**config.mk**
```make
export PLATFORM = sky130hd
export DESIGN_NAME = prog_memory
export DESIGN_NICKNAME = d
export VERILOG_FILES = /design/src/rtl/prog_memory_pkg.sv /design/src/rtl/prog_memory_array.sv /design/src/rtl/prog_memory.sv
export SDC_FILE = /design/constraint.sdc
export NUM_CORES = 1
export LEC_CHECK = 0
export BUFFER_PORTS_ARGS = -buffer_cell sky130_fd_sc_hd__clkbuf_2
export CAP_MARGIN = 30
export CORE_MARGIN = 2
export CORE_UTILIZATION = 45
export CTS_CLUSTER_DIAMETER = 50
export CTS_CLUSTER_SIZE = 24
export DETAILED_ROUTE_END_ITERATION = 12
export SYNTH_ARGS = -nofsm -noshare
export SYNTH_HDL_FRONTEND = slang
export SYNTH_SLANG_ARGS = --single-unit
```
**constraint.sdc**
```tcl
create_clock -name clk -period 2.8 [get_ports clk]
set_input_delay 0.14 -clock clk [delete_from_list [all_inputs] [get_ports clk]]
set_output_delay 0.14 -clock clk [all_outputs]
set_load 0.02 [all_outputs]
```
**src/rtl/prog_memory_pkg.sv**
```systemverilog
// Shared types and constants for the program memory: FSM state encoding and the NOP word.
package prog_memory_pkg;

  typedef enum logic [1:0] {
    ST_CLEAR = 2'd0,
    ST_RUN   = 2'd1,
    ST_LOAD  = 2'd2
  } state_e;

  // Widest instruction word the NOP constant covers; users slice it to DATA_W.
  localparam int            NOP_W    = 64;
  localparam logic [NOP_W-1:0] NOP_WORD = '0;

endpackage

```
**src/rtl/prog_memory_array.sv**
```systemverilog
// DEPTH x DATA_W storage with one synchronous write port and one registered read port.
module prog_memory_array #(
  parameter int DATA_W = 32,
  parameter int ADDR_W = 5,
  parameter int DEPTH  = 32
) (
  input  logic              clk,
  input  logic              we,
  input  logic [ADDR_W-1:0] waddr,
  input  logic [DATA_W-1:0] wdata,
  input  logic              re,
  input  logic              rclr,
  input  logic [ADDR_W-1:0] raddr,
  output logic [DATA_W-1:0] rdata
);

  logic [DATA_W-1:0] mem_q [DEPTH];
  logic [DATA_W-1:0] rdata_p1_q;

  always_ff @(posedge clk) begin
    if (we) begin
      mem_q[waddr] <= wdata;
    end
  end

  // Read stage: rclr forces a zero word (reset or out-of-range fetch), otherwise
  // the register only moves on a read so the last instruction is held.
  always_ff @(posedge clk) begin
    if (rclr) begin
      rdata_p1_q <= '0;
    end else if (re) begin
      rdata_p1_q <= mem_q[raddr];
    end
  end

  assign rdata = rdata_p1_q;

endmodule

```
**src/rtl/prog_memory.sv**
```systemverilog
// Program memory with power-on clear, streaming load sessions and single-cycle-latency fetch.
module prog_memory
  import prog_memory_pkg::*;
#(
  parameter int DATA_W = 32,
  parameter int ADDR_W = 5,
  parameter int DEPTH  = 32
) (
  input  logic              clk,
  input  logic              rst,
  input  logic              load_en,
  input  logic              load_valid,
  input  logic [DATA_W-1:0] load_data,
  output logic              load_ready,
  input  logic              fetch_valid,
  input  logic [ADDR_W-1:0] fetch_addr,
  output logic              fetch_ready,
  output logic              instr_valid,
  output logic [DATA_W-1:0] instruction,
  output logic              addr_err,
  output logic [ADDR_W:0]   load_count,
  output logic              load_ovf,
  output logic              busy
);

  if (DEPTH < 1 || DEPTH > (2 ** ADDR_W)) begin : g_bad_depth
    $error("prog_memory: DEPTH must satisfy 1 <= DEPTH <= 2**ADDR_W");
  end
  if (DATA_W > NOP_W) begin : g_bad_width
    $error("prog_memory: DATA_W exceeds NOP word width");
  end

  localparam logic [ADDR_W:0]   DEPTH_C = (ADDR_W + 1)'(DEPTH);
  localparam logic [DATA_W-1:0] NOP     = NOP_WORD[DATA_W-1:0];

  state_e          state_q, state_d;
  logic [ADDR_W:0] ptr_q, ptr_d;
  logic [ADDR_W:0] cnt_q, cnt_d;
  logic            ovf_q, ovf_d;
  logic            vld_p1_q, vld_p1_d;
  logic            err_p1_q, err_p1_d;

  logic              fetch_acc;
  logic              fetch_oob;
  logic              we;
  logic [DATA_W-1:0] wdata;
  logic              rd_en;
  logic              rd_clr;
  logic [DATA_W-1:0] rdata;

  always_comb begin
    fetch_ready = !rst && (state_q == ST_RUN) && !load_en;
    load_ready  = !rst && (state_q == ST_LOAD);
    fetch_acc   = fetch_valid && fetch_ready;
    fetch_oob   = {1'b0, fetch_addr} >= DEPTH_C;

    state_d = state_q;
    ptr_d   = ptr_q;
    cnt_d   = cnt_q;
    ovf_d   = ovf_q;
    we      = 1'b0;
    wdata   = NOP;

    unique case (state_q)
      ST_CLEAR: begin
        we    = 1'b1;
        ptr_d = ptr_q + 1'b1;
        if (ptr_q == DEPTH_C - 1'b1) begin
          state_d = ST_RUN;
          ptr_d   = '0;
        end
      end
      ST_RUN: begin
        if (load_en) begin
          state_d = ST_LOAD;
          ptr_d   = '0;
          cnt_d   = '0;
          ovf_d   = 1'b0;
        end
      end
      ST_LOAD: begin
        if (load_valid && load_ready) begin
          // The pointer parks at DEPTH once full; further words only raise the flag.
          if (ptr_q < DEPTH_C) begin
            we    = 1'b1;
            wdata = load_data;
            ptr_d = ptr_q + 1'b1;
            cnt_d = cnt_q + 1'b1;
          end else begin
            ovf_d = 1'b1;
          end
        end
        if (!load_en) begin
          state_d = ST_RUN;
        end
      end
      default: begin
        state_d = ST_CLEAR;
        ptr_d   = '0;
      end
    endcase

    vld_p1_d = fetch_acc;
    err_p1_d = fetch_acc && fetch_oob;
    rd_en    = fetch_acc && !fetch_oob;
    rd_clr   = rst || (fetch_acc && fetch_oob);
  end

  always_ff @(posedge clk) begin
    if (rst) begin
      state_q  <= ST_CLEAR;
      ptr_q    <= '0;
      cnt_q    <= '0;
      ovf_q    <= 1'b0;
      vld_p1_q <= 1'b0;
      err_p1_q <= 1'b0;
    end else begin
      state_q  <= state_d;
      ptr_q    <= ptr_d;
      cnt_q    <= cnt_d;
      ovf_q    <= ovf_d;
      vld_p1_q <= vld_p1_d;
      err_p1_q <= err_p1_d;
    end
  end

  // Fetch stage p0 -> p1 boundary lives inside the array's read register.
  prog_memory_array #(
    .DATA_W (DATA_W),
    .ADDR_W (ADDR_W),
    .DEPTH  (DEPTH)
  ) u_array (
    .clk   (clk),
    .we    (we),
    .waddr (ptr_q[ADDR_W-1:0]),
    .wdata (wdata),
    .re    (rd_en),
    .rclr  (rd_clr),
    .raddr (fetch_addr),
    .rdata (rdata)
  );

  assign instr_valid = vld_p1_q && !rst;
  assign addr_err    = err_p1_q && !rst;
  assign instruction = rst ? NOP : rdata;
  assign load_count  = rst ? '0 : cnt_q;
  assign load_ovf    = ovf_q && !rst;
  assign busy        = rst || (state_q != ST_RUN);

endmodule

```
; ---- Word-level counts from Yosys, hierarchy flattened
; Memory sizes are Yosys's and may differ from the RTL's. A register that Yosys moved wholly into a read port is not among the register bits.
; Index checks and enable logic that the tools add are counted.
[op_classes]
n_reduce_logical = 16
mux = 26
add_sub_neg = 2
order_cmp = 1
n_eq_ne = 10
[ops]
columns = operator, count
row1 = 32-bit two-way mux, 4
row2 = 6-bit two-way mux, 7
row3 = 6-bit one-hot mux with 3 select lines, 1
row4 = 6-bit by 1-bit adder with 6-bit output (second input constant), 2
row5 = 6-bit one-hot mux with 2 select lines, 1
row6 = 2-bit inequality test (second input constant), 4
row7 = 4-bit AND reduction, 2
row8 = 1-bit logical AND, 7
row9 = 1-bit two-way mux, 7
row10 = 6-bit by 5-bit equality test with 1-bit output (second input constant), 1
row11 = 6-bit less-than comparator (second input constant), 1
row12 = 2-bit two-way mux, 3
row13 = 2-bit by 1-bit inequality test with 1-bit output (second input constant), 3
row14 = 2-bit one-hot mux with 3 select lines, 1
row15 = 3-bit AND reduction, 2
row16 = 1-bit one-hot mux with 2 select lines, 2
row17 = 2-bit by 1-bit equality test with 1-bit output (second input constant), 1
row18 = 2-bit equality test (second input constant), 1
row19 = 1-bit zero test, 2
row20 = 2-bit zero test, 1
row21 = 2-bit nonzero test, 1
row22 = 1-bit logical OR, 1
[totals]
wordCells = 61
out_inout_bits = 44
input_bits = 42
n_memories = 1
register_bits = 16
ramBits = 1024
[mem_list]
columns = name, words, word_bits, rd, rd_ports_with_merged_regs, wr, line
row1 = u_array.mem_q, 32, 32, 1, 1, 1, prog_memory_array.sv:17  ; logic [DATA_W-1:0] mem_q [DEPTH];

; ---- Depth between registers and ports, before layout
[depth]
ltp_word = 7
depth_mapped = 8
depth_no_buf = 6

; ---- Cells and area by module
; Synthesis repeated with hierarchy kept, for this count alone.
[unflattened]
hier_cells = 2430
hier_area_um2 = 42130.4
[by_module_without_submodules]
columns = mod, area_per_inst_um2, instances, cells_each, seq_area_each_um2
row1 = prog_memory_array, 40740.3, 1, 2238, 31390.1
row2 = prog_memory, 1390.1, 1, 192, 320.3

; ---- Least setup slack after synthesis
; OpenSTA, ideal clock, no wires.
[synth_timing]
path_type = register -> register
from = register ptr_q[5]
to = memory u_array.mem_q[28][0] (enable)
t_arrival_ns = 2.606
n_path_buf = 0
setup_time_ns = 0.421
t_required_ns = 2.379
period_less_slack_ns = 3.027
stages_incl_launch_ff = 5
setup_slack_ns = -0.227
cell_sequence = dfxtp_1 -> or3b_1 -> a21oi_1 -> nand2_1 -> nor2_1
[synth_between]
elab_chain_len = 6
[synth_rtl]
columns = item, line
row1 = from (decl), prog_memory.sv:37  ; logic [ADDR_W:0] ptr_q, ptr_d;
row2 = from (signal assigned), prog_memory.sv:119  ; ptr_q <= ptr_d;
row3 = 6-bit less-than comparator, prog_memory.sv:84  ; if (ptr_q < DEPTH_C) begin
row4 = 1-bit two-way mux, prog_memory.sv:84
row5 = 1-bit two-way mux, prog_memory.sv:82  ; if (load_valid && load_ready) begin
row6 = 1-bit one-hot mux with 2 select lines, prog_memory.sv:64  ; unique case (state_q)
row7 = 1-bit two-way mux, prog_memory_array.sv:21  ; if (we) begin
row8 = 1-bit two-way mux (implied by the code), prog_memory_array.sv:22  ; mem_q[waddr] <= wdata;
row9 = to (decl), prog_memory_array.sv:17
; No other way between the ends.

; ---- Worst setup path after layout
[layout_timing]
from = register state_q[0]
to = register u_array.rdata_p1_q[3] (netlist: u_array.rdata[3]) (read register of u_array.mem_q)
[layout_between]
elab_chain_len = 4
[layout_rtl]
columns = item, line
row1 = from (decl), prog_memory.sv:36  ; state_e state_q, state_d;
row2 = from (signal assigned), prog_memory.sv:118  ; state_q <= state_d;
row3 = 2-bit by 1-bit equality test with 1-bit output, prog_memory.sv:52  ; fetch_ready = !rst && (state_q == ST_RUN) && !load_en;
row4 = 1-bit logical AND (2 in series), prog_memory.sv:52
row5 = 1-bit logical AND, prog_memory.sv:54  ; fetch_acc = fetch_valid && fetch_ready;
row6 = to (decl), prog_memory_array.sv:18  ; logic [DATA_W-1:0] rdata_p1_q;
; No other way between the ends.
; A chain may end at the register's enable or synchronous reset.

==> metrics.txt <==
Power Density=683 nW/um^2; worst hold endpoint=ovf_q; first-pass GRT wire length=148000 um; Mapped Avg Cell Area=20.5 um^2; Critical R2R Capture=u_array.rdata[3]; met2 wire len=49300 um; worst IR drop on VDD=476 uV; Fillers=7281; syn_nets=2092; drt drc=0; drt pass-1 iters=7; CP startpoint kind=flop; Hold Crit Class=in -> reg; Die Y=309 um; clk sinks=1072; status=completed; gr usage total=21.6%; Vias per Instance=5.78; via count=21000; Ports=86; Starting Density=45.2%; Worst Tran Pin Value=0.838 ns; vias in the first global route=21100; Clock Tree Root=clkbuf_16; area grow syn2layout=15.8%; final setup violation count=0; most common cell after layout, fill and taps aside=edfxtp_1; met3 routed WL=6790 um; remaining antenna violation count after routing=0; Primary FF master, synth=edfxtp_1; Max-slew headroom=44.0%; Die Area=95800 um^2; top sig layer=met4; Core ar.=92900 um^2; WHS Path Cells=3; Post-CTS Setup Inserts=0; Remaining Overflow, GRT=0; largest net degree at the start of global routing=64; leakage=14.9 nW; FF+latch count, synth=1072; async set or reset register ratio after synthesis=0%; Clk Latency, worst-skew pair=0.69 ns; R2R depth=6; Fmax=398 MHz; worst reg2reg path startpoint=state_q[0]; hold path startpoint=rst; Crit. End Element=flop; CTS buffer count=102; Yosys warning total=0; Final Cell Area=48600 um^2; Post-synth EDFFs=1024; Std-Cell Rows=112; Nets=2340; library cells used by synthesis=63; CTS resizes=0; RSZ-0062 raised after global routing=no; crit-path max FO=18; hold buffers post-CTS=3; critical path data required time=3.36 ns; flop2flop setup slack=0.29 ns; count of pins over their slew limit=0; Buffers on Ports=84; GP Congestion=0.863; Iter 0 DRT Violations=2279; register area share after synthesis=75.5%; DP HPWL=65300 um; commonest non-fill, non-tap cells in the layout=edfxtp_1 (1024), mux2i_1 (190), mux4_2 (145); Synth Instances=2045; Fin. Hold Viols=0; CTS tree=built; post-DR wirelength/cell=28.2 um; H-tree depth=3; Mapped Area=42000 um^2; clock transition at the registers of the reported paths=0.06 ns; fin util=52.3%; initial antenna violation count=3; WL met1=44300 um; Max-Cap Viols=0; Clock Path Buffers=3; skew final=0.0246 ns; period utilization=89.8%; layout cells sized above 1=28.6%; Pwr Total=0.0332 W; Die Span X=309 um; final wirelength=103000 um; post-layout minimum cycle time=2.51 ns; Setup CP Type=reg -> reg; Data arrival, critical path=3.08 ns; Area after DPL=45000 um^2
## registers in the layout (all words and copies together), names as in the netlist
| register | flops |
|---|---|
| ptr_q | 6 |
| cnt_q | 6 |
| vld_p1_q | 1 |
| state_q | 2 |
| u_array.rdata | 32 |
| ovf_q | 1 |
| u_array.mem_q | 1024 |
## layout make-up
class / count / area (um^2) / share of cell area [%]
Clock buffer: 107 / 2590 / 5.33
Timing Repair Buffer: 260 / 2180 / 4.49
Clock inverter: 85 / 983 / 2.02
Multi-Input combinational cell: 852 / 9580 / 19.7
Antenna cell: 1 / 2.50 / 0.00514
Tap cell: 1254 / 1570 / 3.23
Sequential cell: 1072 / 31700 / 65.2
Inverter: 5 / 20.0 / 0.0412
## Yosys cell counts (all sizes together) (5+ instances only)
library cell  instances  area [um^2]
nand2b                5         31.3
mux2                 34          383
edfxtp             1024        30700
nand2                31          116
a21oi                21          105
a311oi               17          155
mux4                175         4050
o22ai                30          188
nor2                 56          223
clkbuf               46          338
mux2i               190         1900
and2                 36          226
a22oi                 8         60.1
a22o                 28          245
buf                  69          598
o21ai                32          160
nor2b                48          300
nand3                 7         52.6
dfxtp                48          961
and2b                15          125
a221oi               45          394
ha                    5         62.6
a211oi               30          225
## through the flow
stage                     TNS [ns]  worst slack, ns  hold WS (ns)  instances
final                            0            0.286        0.0683       3636
after global routing             0           0.0597        0.0528       3635
after detailed placement         0            0.196         0.509       3440
after CTS                        0            0.286        0.0184       3635
after floorplan            -231.08           -0.227         0.309       2045
after global placement           0            0.108         0.506       3439
## power breakdown
group	internal [W]	total [W]	switching [W]
Combinational	0.000532	0.00128	0.000745
Sequential	0.0175	0.0175	0.0000445
Clock	0.00769	0.0144	0.00671
Total	0.0257	0.0332	0.00750
## critical path: stages, from the launching register on
cell,delay [ns]
dfxtp_1,0.48
or3b_1,0.50
nor3_2,0.65
buf_4,0.39
o21ai_0,0.15
a21oi_1,0.17
nor3_1,0.06
## how the worst max path moves through the flow
stage | start | endpoint | slack [ns] | depth (start not counted)
3_3_place_gp | fetch_addr[3] | u_array.rdata[22] | 0.11 | 7
2_1_floorplan | ptr_q[5] | u_array.mem_q[28][0] | -0.23 | 4
4_1_cts | state_q[0] | u_array.rdata[3] | 0.29 | 6
3_5_place_dp | rst | u_array.rdata[3] | 0.20 | 8
5_1_grt | state_q[0] | u_array.rdata[3] | 0.06 | 6
6_report | state_q[0] | u_array.rdata[3] | 0.29 | 6
## logic make-up (layout without fill, tap and decap cells)
family          after synthesis  in the layout  share of synthesized area [%]
flops                      1072           1072                           75.5
mux                         399            399                           15.1
compound gates              222            222                           3.89
simple gates                218            218                           2.89
buf+inv                     121            457                           2.30
xor+xnor                      7              7                          0.146
fa+ha+maj                     5              5                          0.149
other cells                   1              2                        0.00893
## metal layers
metal	global-route usage, %	up-vias
met5	0	-
met4	6.04	0
met3	3.61	132
met2	34.4	703
met1	31.1	11200
li1	-	8990
(Power assumes the default switching activity.)
